$ cat src/rtl/fir_mac_sequencer_if.sv
// Sample, coefficient, multiplier and result signals of fir_mac_sequencer.
// The sequencer uses the slave modport; the environment uses the master modport.
interface fir_mac_sequencer_if;
    logic [23:0] i_sample;
    logic        i_sample_valid;
    logic        o_sample_ready;
    logic        i_coef_wr;
    logic [3:0]  i_coef_addr;
    logic [15:0] i_coef_data;
    logic [23:0] o_mul_sample;
    logic [15:0] o_mul_coefficient;
    logic        o_mul_start;
    logic [39:0] i_mul_product;
    logic        i_mul_ready;
    logic [23:0] o_result;
    logic        o_result_valid;
    logic        o_busy;

    modport slave (
        input  i_sample, i_sample_valid, i_coef_wr, i_coef_addr, i_coef_data,
        input  i_mul_product, i_mul_ready,
        output o_sample_ready, o_mul_sample, o_mul_coefficient, o_mul_start,
        output o_result, o_result_valid, o_busy
    );

    modport master (
        output i_sample, i_sample_valid, i_coef_wr, i_coef_addr, i_coef_data,
        output i_mul_product, i_mul_ready,
        input  o_sample_ready, o_mul_sample, o_mul_coefficient, o_mul_start,
        input  o_result, o_result_valid, o_busy
    );
endinterface

$ cat src/rtl/fir_mac_sequencer.sv
// FIR filter sequencer: one multiply-accumulate per tap through an external multiplier.
// Define FIR_MAC_SATURATE_EN to saturate the output on overflow; otherwise it wraps.
module fir_mac_sequencer #(
    parameter int TAPS = 8
) (
    input logic                i_clk,
    input logic                i_rst_n,
    fir_mac_sequencer_if.slave bus
);
    localparam int IW = $clog2(TAPS);
    localparam int KW = IW + 1;

    typedef enum logic [1:0] {IDLE, ISSUE, WAIT, DONE} state_t;

    state_t        state;
    state_t        state_next;
    logic [23:0]   x [TAPS];
    logic [15:0]   c [TAPS];
    logic [43:0]   acc;
    logic [KW-1:0] k;
    logic [IW-1:0] k_idx;
    logic          wait_first;
    logic [23:0]   sample_hold;
    logic [15:0]   coef_hold;
    logic [23:0]   result_q;
    logic          result_valid_q;
    logic [23:0]   result_next;
    logic          accept;
    logic          mac_done;
    logic          last_tap;

    assign k_idx    = k[IW-1:0];
    assign accept   = bus.i_sample_valid && (state == IDLE);
    assign mac_done = (state == WAIT) && !wait_first && bus.i_mul_ready;
    assign last_tap = (k == KW'(TAPS - 1));

`ifdef FIR_MAC_SATURATE_EN
    assign result_next = (|acc[43:39]) ? 24'hFFFFFF : acc[38:15];
`else
    logic unused_acc_msbs;
    assign unused_acc_msbs = ^acc[43:39];
    assign result_next     = acc[38:15];
`endif

    always_ff @(posedge i_clk or negedge i_rst_n) begin
        if (!i_rst_n) state <= IDLE;
        else          state <= state_next;
    end

    // Operands come straight from the tap in ISSUE and from hold registers afterwards,
    // so a coefficient write during WAIT cannot disturb the multiply in flight.
    always_comb begin
        state_next             = state;
        bus.o_sample_ready     = 1'b0;
        bus.o_busy             = 1'b1;
        bus.o_mul_start        = 1'b0;
        bus.o_mul_sample       = sample_hold;
        bus.o_mul_coefficient  = coef_hold;
        case (state)
            IDLE: begin
                bus.o_sample_ready = 1'b1;
                bus.o_busy         = 1'b0;
                if (bus.i_sample_valid) state_next = ISSUE;
            end
            ISSUE: begin
                bus.o_mul_start       = 1'b1;
                bus.o_mul_sample      = x[k_idx];
                bus.o_mul_coefficient = c[k_idx];
                state_next            = WAIT;
            end
            WAIT: begin
                if (mac_done) state_next = last_tap ? DONE : ISSUE;
            end
            DONE:    state_next = IDLE;
            default: state_next = IDLE;
        endcase
    end

    always_ff @(posedge i_clk or negedge i_rst_n) begin
        if (!i_rst_n) begin
            for (int i = 0; i < TAPS; i++) begin
                x[i] <= '0;
                c[i] <= '0;
            end
            acc            <= '0;
            k              <= '0;
            wait_first     <= 1'b0;
            sample_hold    <= '0;
            coef_hold      <= '0;
            result_q       <= '0;
            result_valid_q <= 1'b0;
        end else begin
            result_valid_q <= 1'b0;
            if (accept) begin
                for (int i = TAPS - 1; i > 0; i--) x[i] <= x[i-1];
                x[0] <= bus.i_sample;
                acc  <= '0;
                k    <= '0;
            end
            if (state == ISSUE) begin
                sample_hold <= x[k_idx];
                coef_hold   <= c[k_idx];
                wait_first  <= 1'b1;
            end
            if (state == WAIT) wait_first <= 1'b0;
            if (mac_done) begin
                acc <= acc + {4'd0, bus.i_mul_product};
                k   <= k + 1'b1;
            end
            if (state == DONE) begin
                result_q       <= result_next;
                result_valid_q <= 1'b1;
            end
            if (bus.i_coef_wr && ({1'b0, bus.i_coef_addr} < 5'(TAPS)))
                c[bus.i_coef_addr[IW-1:0]] <= bus.i_coef_data;
        end
    end

    assign bus.o_result       = result_q;
    assign bus.o_result_valid = result_valid_q;
endmodule

$ cat src/flat_wrapper.sv
// flat-port wrapper written by rule: the top's interface ports become plain ports
module fir_mac_sequencer_flat 
#(
    parameter int TAPS = 8
)
  (i_clk, i_rst_n, bus_i_sample, bus_i_sample_valid, bus_i_coef_wr, bus_i_coef_addr, bus_i_coef_data, bus_i_mul_product, bus_i_mul_ready, bus_o_sample_ready, bus_o_mul_sample, bus_o_mul_coefficient, bus_o_mul_start, bus_o_result, bus_o_result_valid, bus_o_busy);
  fir_mac_sequencer_if bus_i ();
  input logic i_clk;
  input logic i_rst_n;
  input wire logic [$bits(bus_i.i_sample)-1:0] bus_i_sample;
  input wire logic [$bits(bus_i.i_sample_valid)-1:0] bus_i_sample_valid;
  input wire logic [$bits(bus_i.i_coef_wr)-1:0] bus_i_coef_wr;
  input wire logic [$bits(bus_i.i_coef_addr)-1:0] bus_i_coef_addr;
  input wire logic [$bits(bus_i.i_coef_data)-1:0] bus_i_coef_data;
  input wire logic [$bits(bus_i.i_mul_product)-1:0] bus_i_mul_product;
  input wire logic [$bits(bus_i.i_mul_ready)-1:0] bus_i_mul_ready;
  output wire logic [$bits(bus_i.o_sample_ready)-1:0] bus_o_sample_ready;
  output wire logic [$bits(bus_i.o_mul_sample)-1:0] bus_o_mul_sample;
  output wire logic [$bits(bus_i.o_mul_coefficient)-1:0] bus_o_mul_coefficient;
  output wire logic [$bits(bus_i.o_mul_start)-1:0] bus_o_mul_start;
  output wire logic [$bits(bus_i.o_result)-1:0] bus_o_result;
  output wire logic [$bits(bus_i.o_result_valid)-1:0] bus_o_result_valid;
  output wire logic [$bits(bus_i.o_busy)-1:0] bus_o_busy;
  assign bus_i.i_sample = bus_i_sample;
  assign bus_i.i_sample_valid = bus_i_sample_valid;
  assign bus_i.i_coef_wr = bus_i_coef_wr;
  assign bus_i.i_coef_addr = bus_i_coef_addr;
  assign bus_i.i_coef_data = bus_i_coef_data;
  assign bus_i.i_mul_product = bus_i_mul_product;
  assign bus_i.i_mul_ready = bus_i_mul_ready;
  assign bus_o_sample_ready = bus_i.o_sample_ready;
  assign bus_o_mul_sample = bus_i.o_mul_sample;
  assign bus_o_mul_coefficient = bus_i.o_mul_coefficient;
  assign bus_o_mul_start = bus_i.o_mul_start;
  assign bus_o_result = bus_i.o_result;
  assign bus_o_result_valid = bus_i.o_result_valid;
  assign bus_o_busy = bus_i.o_busy;
  fir_mac_sequencer #(.TAPS(TAPS)) u_core (.i_clk(i_clk), .i_rst_n(i_rst_n), .bus(bus_i));
endmodule
$ cat config.mk
export PLATFORM = sky130hd
export DESIGN_NAME = fir_mac_sequencer_flat
export DESIGN_NICKNAME = d
export VERILOG_FILES = /design/src/rtl/fir_mac_sequencer_if.sv /design/src/rtl/fir_mac_sequencer.sv /design/src/flat_wrapper.sv
export SDC_FILE = /design/constraint.sdc
export NUM_CORES = 1
export LEC_CHECK = 0
export BUFFER_PORTS_ARGS = -buffer_cell sky130_fd_sc_hd__buf_4
export CAP_MARGIN = 30
export CORE_MARGIN = 1
export CORE_UTILIZATION = 40
export CTS_CLUSTER_DIAMETER = 60
export DETAILED_ROUTE_END_ITERATION = 7
export PLACE_DENSITY = 0.59
export SLEW_MARGIN = 20
export SYNTH_ARGS = -nofsm -noshare
export SYNTH_HDL_FRONTEND = slang
export SYNTH_SLANG_ARGS = --single-unit
$ cat constraint.sdc
create_clock -name i_clk -period 4.1 [get_ports i_clk]
set_input_delay 0.615 -clock i_clk [delete_from_list [all_inputs] [get_ports i_clk]]
set_output_delay 0.615 -clock i_clk [all_outputs]
set_load 0.1 [all_outputs]
# After elaboration in Yosys (flattened, before gate mapping)
# Cells that the tools add are included.
classes:
  n_eq_ne: 6
  n_addsub: 2
  n_reduce_logical: 10
  bitwise_logic: 2
  magnitude_cmp: 4
  muxes: 25
op_table:
  columns: ["cell", "n"]
  rows:
  - ["$bwmux W128", 1]
  - ["$mux W44", 2]
  - ["$bmux W24 S3", 1]
  - ["$mux W24", 3]
  - ["$mux W16", 4]
  - ["$bmux W16 S3", 1]
  - ["$demux W16 S3", 1]
  - ["$add A44 B40 Y44", 1]
  - ["$ge A4 B4 Y1 const B", 2]
  - ["$mux W4", 2]
  - ["$not A3 Y4", 2]
  - ["$pmux W2 S4", 1]
  - ["$mux W1", 6]
  - ["$mux W2", 3]
  - ["$logic_and A1 B1 Y1", 5]
  - ["$add A4 B1 Y4 const B", 1]
  - ["$eq A2 B2 Y1 const B", 2]
  - ["$eq A4 B3 Y1 const B", 1]
  - ["$lt A4 B1 Y1 const B", 1]
  - ["$lt A4 B4 Y1 const B", 1]
  - ["$reduce_bool A2 Y1", 2]
  - ["$eq A2 B1 Y1 const B", 1]
  - ["$logic_not A2 Y1", 1]
  - ["$ne A2 B1 Y1 const B", 1]
  - ["other kinds (3)", 3]
totals:
  ff_bits: 436
  output_inout_bits: 68

# Logic depth before layout (Yosys ltp)
depth:
  word_depth: 6
  depth_mapped: 12
  depth_no_buf: 12

# Worst setup path before layout
# Ideal clock, no wire load.
synth_path:
  path_kind: "register -> output"
  start: "register u_core.state[1]"
  end: "output port bus_o_mul_coefficient[10]"
  arrival_ns: 3.422
  stages_incl_launch_ff: 7
  setup_slack_ns: 0.063
  required_ns: 3.485
  cell_sequence: "dfrtp_1 inv_1 ha_1 buf_1 clkbuf_1 nor2_1 a21oi_1"
synth_via:
  elab_chain_len: 2
synth_lines:
  columns: ["item", "line", "text"]
  rows:
  - ["from (decl)", "fir_mac_sequencer.sv:15", "state_t state;"]
  - ["from (signal assigned)", "fir_mac_sequencer.sv:47", "else state <= state_next;"]
  - ["$eq A2 B1 Y1", "fir_mac_sequencer.sv:59", "case (state)"]
  - ["$mux W16", "fir_mac_sequencer.sv:59", null]
  - ["to (decl)", "flat_wrapper.sv:19", "output wire logic [$bits(bus_i.o_mul_coefficient)-1:0] bus_o_mul_coefficient;"]
# Every way passes these cells.

# Worst setup path after layout
layout_path:
  start: "register u_core.k[0]"
  end: "output port bus_o_mul_coefficient[3]"
layout_via:
  elab_chain_len: 5
layout_lines:
  columns: ["item", "line", "text"]
  rows:
  - ["from (decl)", "fir_mac_sequencer.sv:20", "logic [KW-1:0] k;"]
  - ["from (signal assigned)", "fir_mac_sequencer.sv:108", "k <= k + 1'b1;"]
  - ["$not A3 Y4 (not written as such)", "fir_mac_sequencer.sv:68", "bus.o_mul_coefficient = c[k_idx];"]
  - ["$bmux W16 S3", "fir_mac_sequencer.sv:68", null]
  - ["$mux W16 (not written as such) (2 in series)", "fir_mac_sequencer.sv:68", null]
  - ["$mux W16", "fir_mac_sequencer.sv:59", null]
# Every way passes these cells. The select of a mux whose other input is x is not followed.

==> qor.txt <==
=========================================================================================
Overall Global Routing Usage ...............................................       0.1721
Setup CP Type .............................................................. flip-flop to primary output
Global-route wire length before repair .....................................    69,570 um
Highest-utilization routing layer at the global route stage ................         met2
Via count ..................................................................       12,240
Fmax .......................................................................    284.0 MHz
Leakage dissipation ........................................................   0.01057 uW
Fraction of synthesized cell area taken by the top area cell type ..........       0.5345
Area of the die ............................................................  51,350 um^2
Average footprint of a synthesized cell ....................................   13.80 um^2
IO buf count ...............................................................          155
Cell Pwr Density ........................................................... 894.8 nW/um^2
Placed Cells incl. Taps ....................................................        2,227
Area growth, synth to finish ...............................................       19.38%
Iteration count of the initial detailed-routing pass .......................            5
Maximum Capacitance Violations .............................................            0
Result of the run .......................................................... complete, no violations
Cell count after synthesis .................................................        1,462
Slew HR ....................................................................       0.3961
Final setup violation count ................................................            0
Flip-flop and latch count after synthesis ..................................          431
Post-Syn Area ..............................................................  20,180 um^2
Core occupancy in the finished layout ......................................       0.4881
Starting utilization of the core area ......................................       0.4088
Clock Root Buffer .......................................................... sky130_fd_sc_hd__clkbuf_16
Unrepaired setup endpoints after global routing ............................        false
Post-layout nets ...........................................................        1,750
Launch instance of the worst register-to-register path ..................... u_core.acc[0]$_DFFE_PN0P_
Detail-routed via count per cell ...........................................        5.269
Remaining number of nets flagged by the antenna check after routing ........            0
Post-CTS Hold Fix Bufs .....................................................            0
Area of the core ...........................................................  49,360 um^2
Reg-to-reg slack, setup ....................................................      0.85 ns
Number of enable flip-flop cells after synthesis ...........................            0
Critical-path cell with the highest stage delay ............................ sky130_fd_sc_hd__dfrtp_4
Setup clock skew after layout ..............................................   0.01831 ns
Clock tree sinks ...........................................................          431
Critical path's most frequent cell ......................................... sky130_fd_sc_hd__buf_4
Boundary Pins ..............................................................          157
Critical path buffers and inverters ........................................            2
Nature of the critical path startpoint .....................................    flip-flop
Proportion of register bits with asynchronous set or reset after synthesis .        1.000
Aggregate negative setup slack .............................................         0 ns
Transition at the pin with the smallest max-transition slack ...............    0.9059 ns
Number of antenna violations at the first check in global routing ..........            2
Vias in the first global route .............................................       12,790
Length in cells of the worst reg-to-reg path ...............................           12
Horizontal extent of the die ...............................................     226.6 um
Predominant post-synthesis flop cell ....................................... sky130_fd_sc_hd__dfrtp_1
Met2 capacity usage during global routing ..................................       0.2834
Total clock buffers created by CTS .........................................           51
Cells along the critical path .............................................. buf_4 -> mux4_2 -> mux2i_1 -> a21oi_1 -> buf_4
Proportion of layout cells with a drive suffix above 1 .....................       0.4304
CTS tree ...................................................................        built
Worst R2R End .............................................................. u_core.acc[38]$_DFFE_PN0P_
Final non-filler cell total ................................................        2,324
Number of buffers between clock root and the deepest sink ..................            3
Kind of path behind the tightest hold check ................................ input port to async pin
Number of warnings printed during yosys synthesis ..........................            0
DRT Wirelength .............................................................    42,760 um
Number of H-tree levels ....................................................            2
Final Max Slew Viols .......................................................            0
Number of endpoints with negative hold slack in the final report ...........            0
Later-pin clock latency in the skew report .................................      0.59 ns
Die height .................................................................     226.6 um
Estimated wirelength of the detail-placed design ...........................    27,270 um
Required time of the critical path .........................................      3.48 ns
Distinct cell type count after synthesis ...................................           49
Clock transition at the registers of the reported paths ....................      0.06 ns
Critical Path AT ...........................................................      2.91 ns
Routability cong. ..........................................................       0.8231
Most frequent cell after synthesis ......................................... sky130_fd_sc_hd__dfrtp_1
Share of the yosys chip area belonging to registers ........................       0.5345
Post-CTS repair timing setup buffer count ..................................            0
Family with the most delay on the worst path ............................... buffers and inverters
PostCTS Resize Cnt .........................................................            0
Largest area contributor in the synthesized netlist ........................ sky130_fd_sc_hd__dfrtp_1
Cell types with the highest counts after synthesis ......................... sky130_fd_sc_hd__dfrtp_1 (431), sky130_fd_sc_hd__mux2_2 (344), sky130_fd_sc_hd__mux4_2 (80)
Final total power ..........................................................    21,560 uW
Net count after synthesis ..................................................        1,595
Final worst path period share ..............................................       0.8587
Total gr overflow ..........................................................            0
Setup crit end kind ........................................................ primary output
Standard-cell rows .........................................................           81
Main area contributors after synthesis ..................................... sky130_fd_sc_hd__dfrtp_1 (53%), sky130_fd_sc_hd__mux2_2 (19%), sky130_fd_sc_hd__mux4_2 (8.9%)
Met1 Usage GRT .............................................................       0.2318
Drt wl/cell ................................................................     18.40 um
Max IR drop VDD ............................................................  0.0008079 V
Minimum period implied by the final worst setup slack ......................     3.521 ns
First DRT Iteration DRCs ...................................................          458
Maximum number of pins on one net before global-route repair ...............          103
Largest fanout on the critical path ........................................           20
Highest cell delay on the worst timing path ................................      0.69 ns
DR DRC count ...............................................................            0
Routing usage on met3 ......................................................      0.03369
=========================================================================================
## state kept, by name, summed over array words and instances, names as in the netlist
name / cells
u_core.k: 4
u_core.state: 2
u_core.wait_first: 1
u_core.acc: 39
u_core.sample_hold: 24
u_core.x: 192
u_core.bus.o_result: 24
u_core.c: 128
u_core.coef_hold: 16
u_core.bus.o_result_valid: 1
## layer usage
| metal | wire, um | vias up |
|---|---|---|
| met1 | 19010 | 6286 |
| met5 | 17 | - |
| met3 | 1789 | 68 |
| met4 | 839 | 2 |
| li1 | - | 5714 |
| met2 | 21100 | 174 |
## per-stage QoR
stage,hold slack (ns),setup slack [ns],cell area [um^2]
6_report,0.1140,0.5792,24090
3_3_place_gp,0.4692,0.5496,22280
2_1_floorplan,0.3194,0.06305,20180
3_5_place_dp,0.4742,0.5194,22300
4_1_cts,0.1321,0.4827,24060
5_1_grt,0.1815,0.3738,24090
## layout make-up
cell class | instances | area [um^2]
Inverter | 11 | 41.29
Timing Repair Buffer | 190 | 1587
Tap cell | 664 | 830.8
Antenna cell | 1 | 2.502
Fill cell | 4299 | 25270
Clock buffer | 74 | 1484
Clock inverter | 21 | 279.0
Multi-Input combinational cell | 932 | 9071
Sequential cell | 431 | 10790
## logic make-up after synthesis
kind of cell             count (synthesis)  share of synthesized area
AO/OA/AOI/OAI                          200                    0.05854
adder cells (fa/ha/maj)                 44                    0.02766
buffers and inverters                   99                    0.01842
multiplexers                           465                     0.3016
AND/OR/NAND/NOR                        188                    0.04409
flip-flops                             431                     0.5345
XOR/XNOR                                35                    0.01519
## how the worst max path moves through the flow
stage / start / to / slack [ns] / cells past startpoint
4_1_cts: u_core.k[0]$_DFFE_PN0P_ / bus_o_mul_sample[4] / 0.48 / 5
5_1_grt: u_core.k[0]$_DFFE_PN0P_ / bus_o_mul_coefficient[3] / 0.37 / 5
3_5_place_dp: bus_i_mul_product[0] / u_core.acc[38]$_DFFE_PN0P_ / 0.52 / 13
6_report: u_core.k[0]$_DFFE_PN0P_ / bus_o_mul_coefficient[3] / 0.58 / 5
2_1_floorplan: u_core.state[1]$_DFFE_PN0P_ / bus_o_mul_coefficient[10] / 0.06 / 6
3_3_place_gp: bus_i_mul_product[0] / u_core.acc[38]$_DFFE_PN0P_ / 0.55 / 13
## placed cells by master (no fill, tap or decap), drive strengths merged, types with 4 or more instances in the layout
| master | instances |
|---|---|
| mux4 | 80 |
| nand3 | 48 |
| ha | 43 |
| mux2 | 344 |
| a21o | 21 |
| nand2b | 4 |
| and3 | 4 |
| o21bai | 5 |
| dfrtp | 431 |
| xnor2 | 17 |
| mux2i | 41 |
| a211oi | 5 |
| a31oi | 9 |
| buf | 190 |
| inv | 14 |
| o21ai | 61 |
| clkinv | 10 |
| nor2 | 56 |
| a21oi | 81 |
| o211ai | 4 |
| nand2 | 41 |
| bufinv | 5 |
| clkbuf | 74 |
| xor2 | 18 |
| nor2b | 7 |
| nand4 | 9 |
## power breakdown
part	total (uW)	switching, uW	internal (uW)
sequential	7080	1080	6000
clock	4660	1820	2840
combinational	9810	6020	3790
No activity file was read; power rests on OpenSTA's default activity.
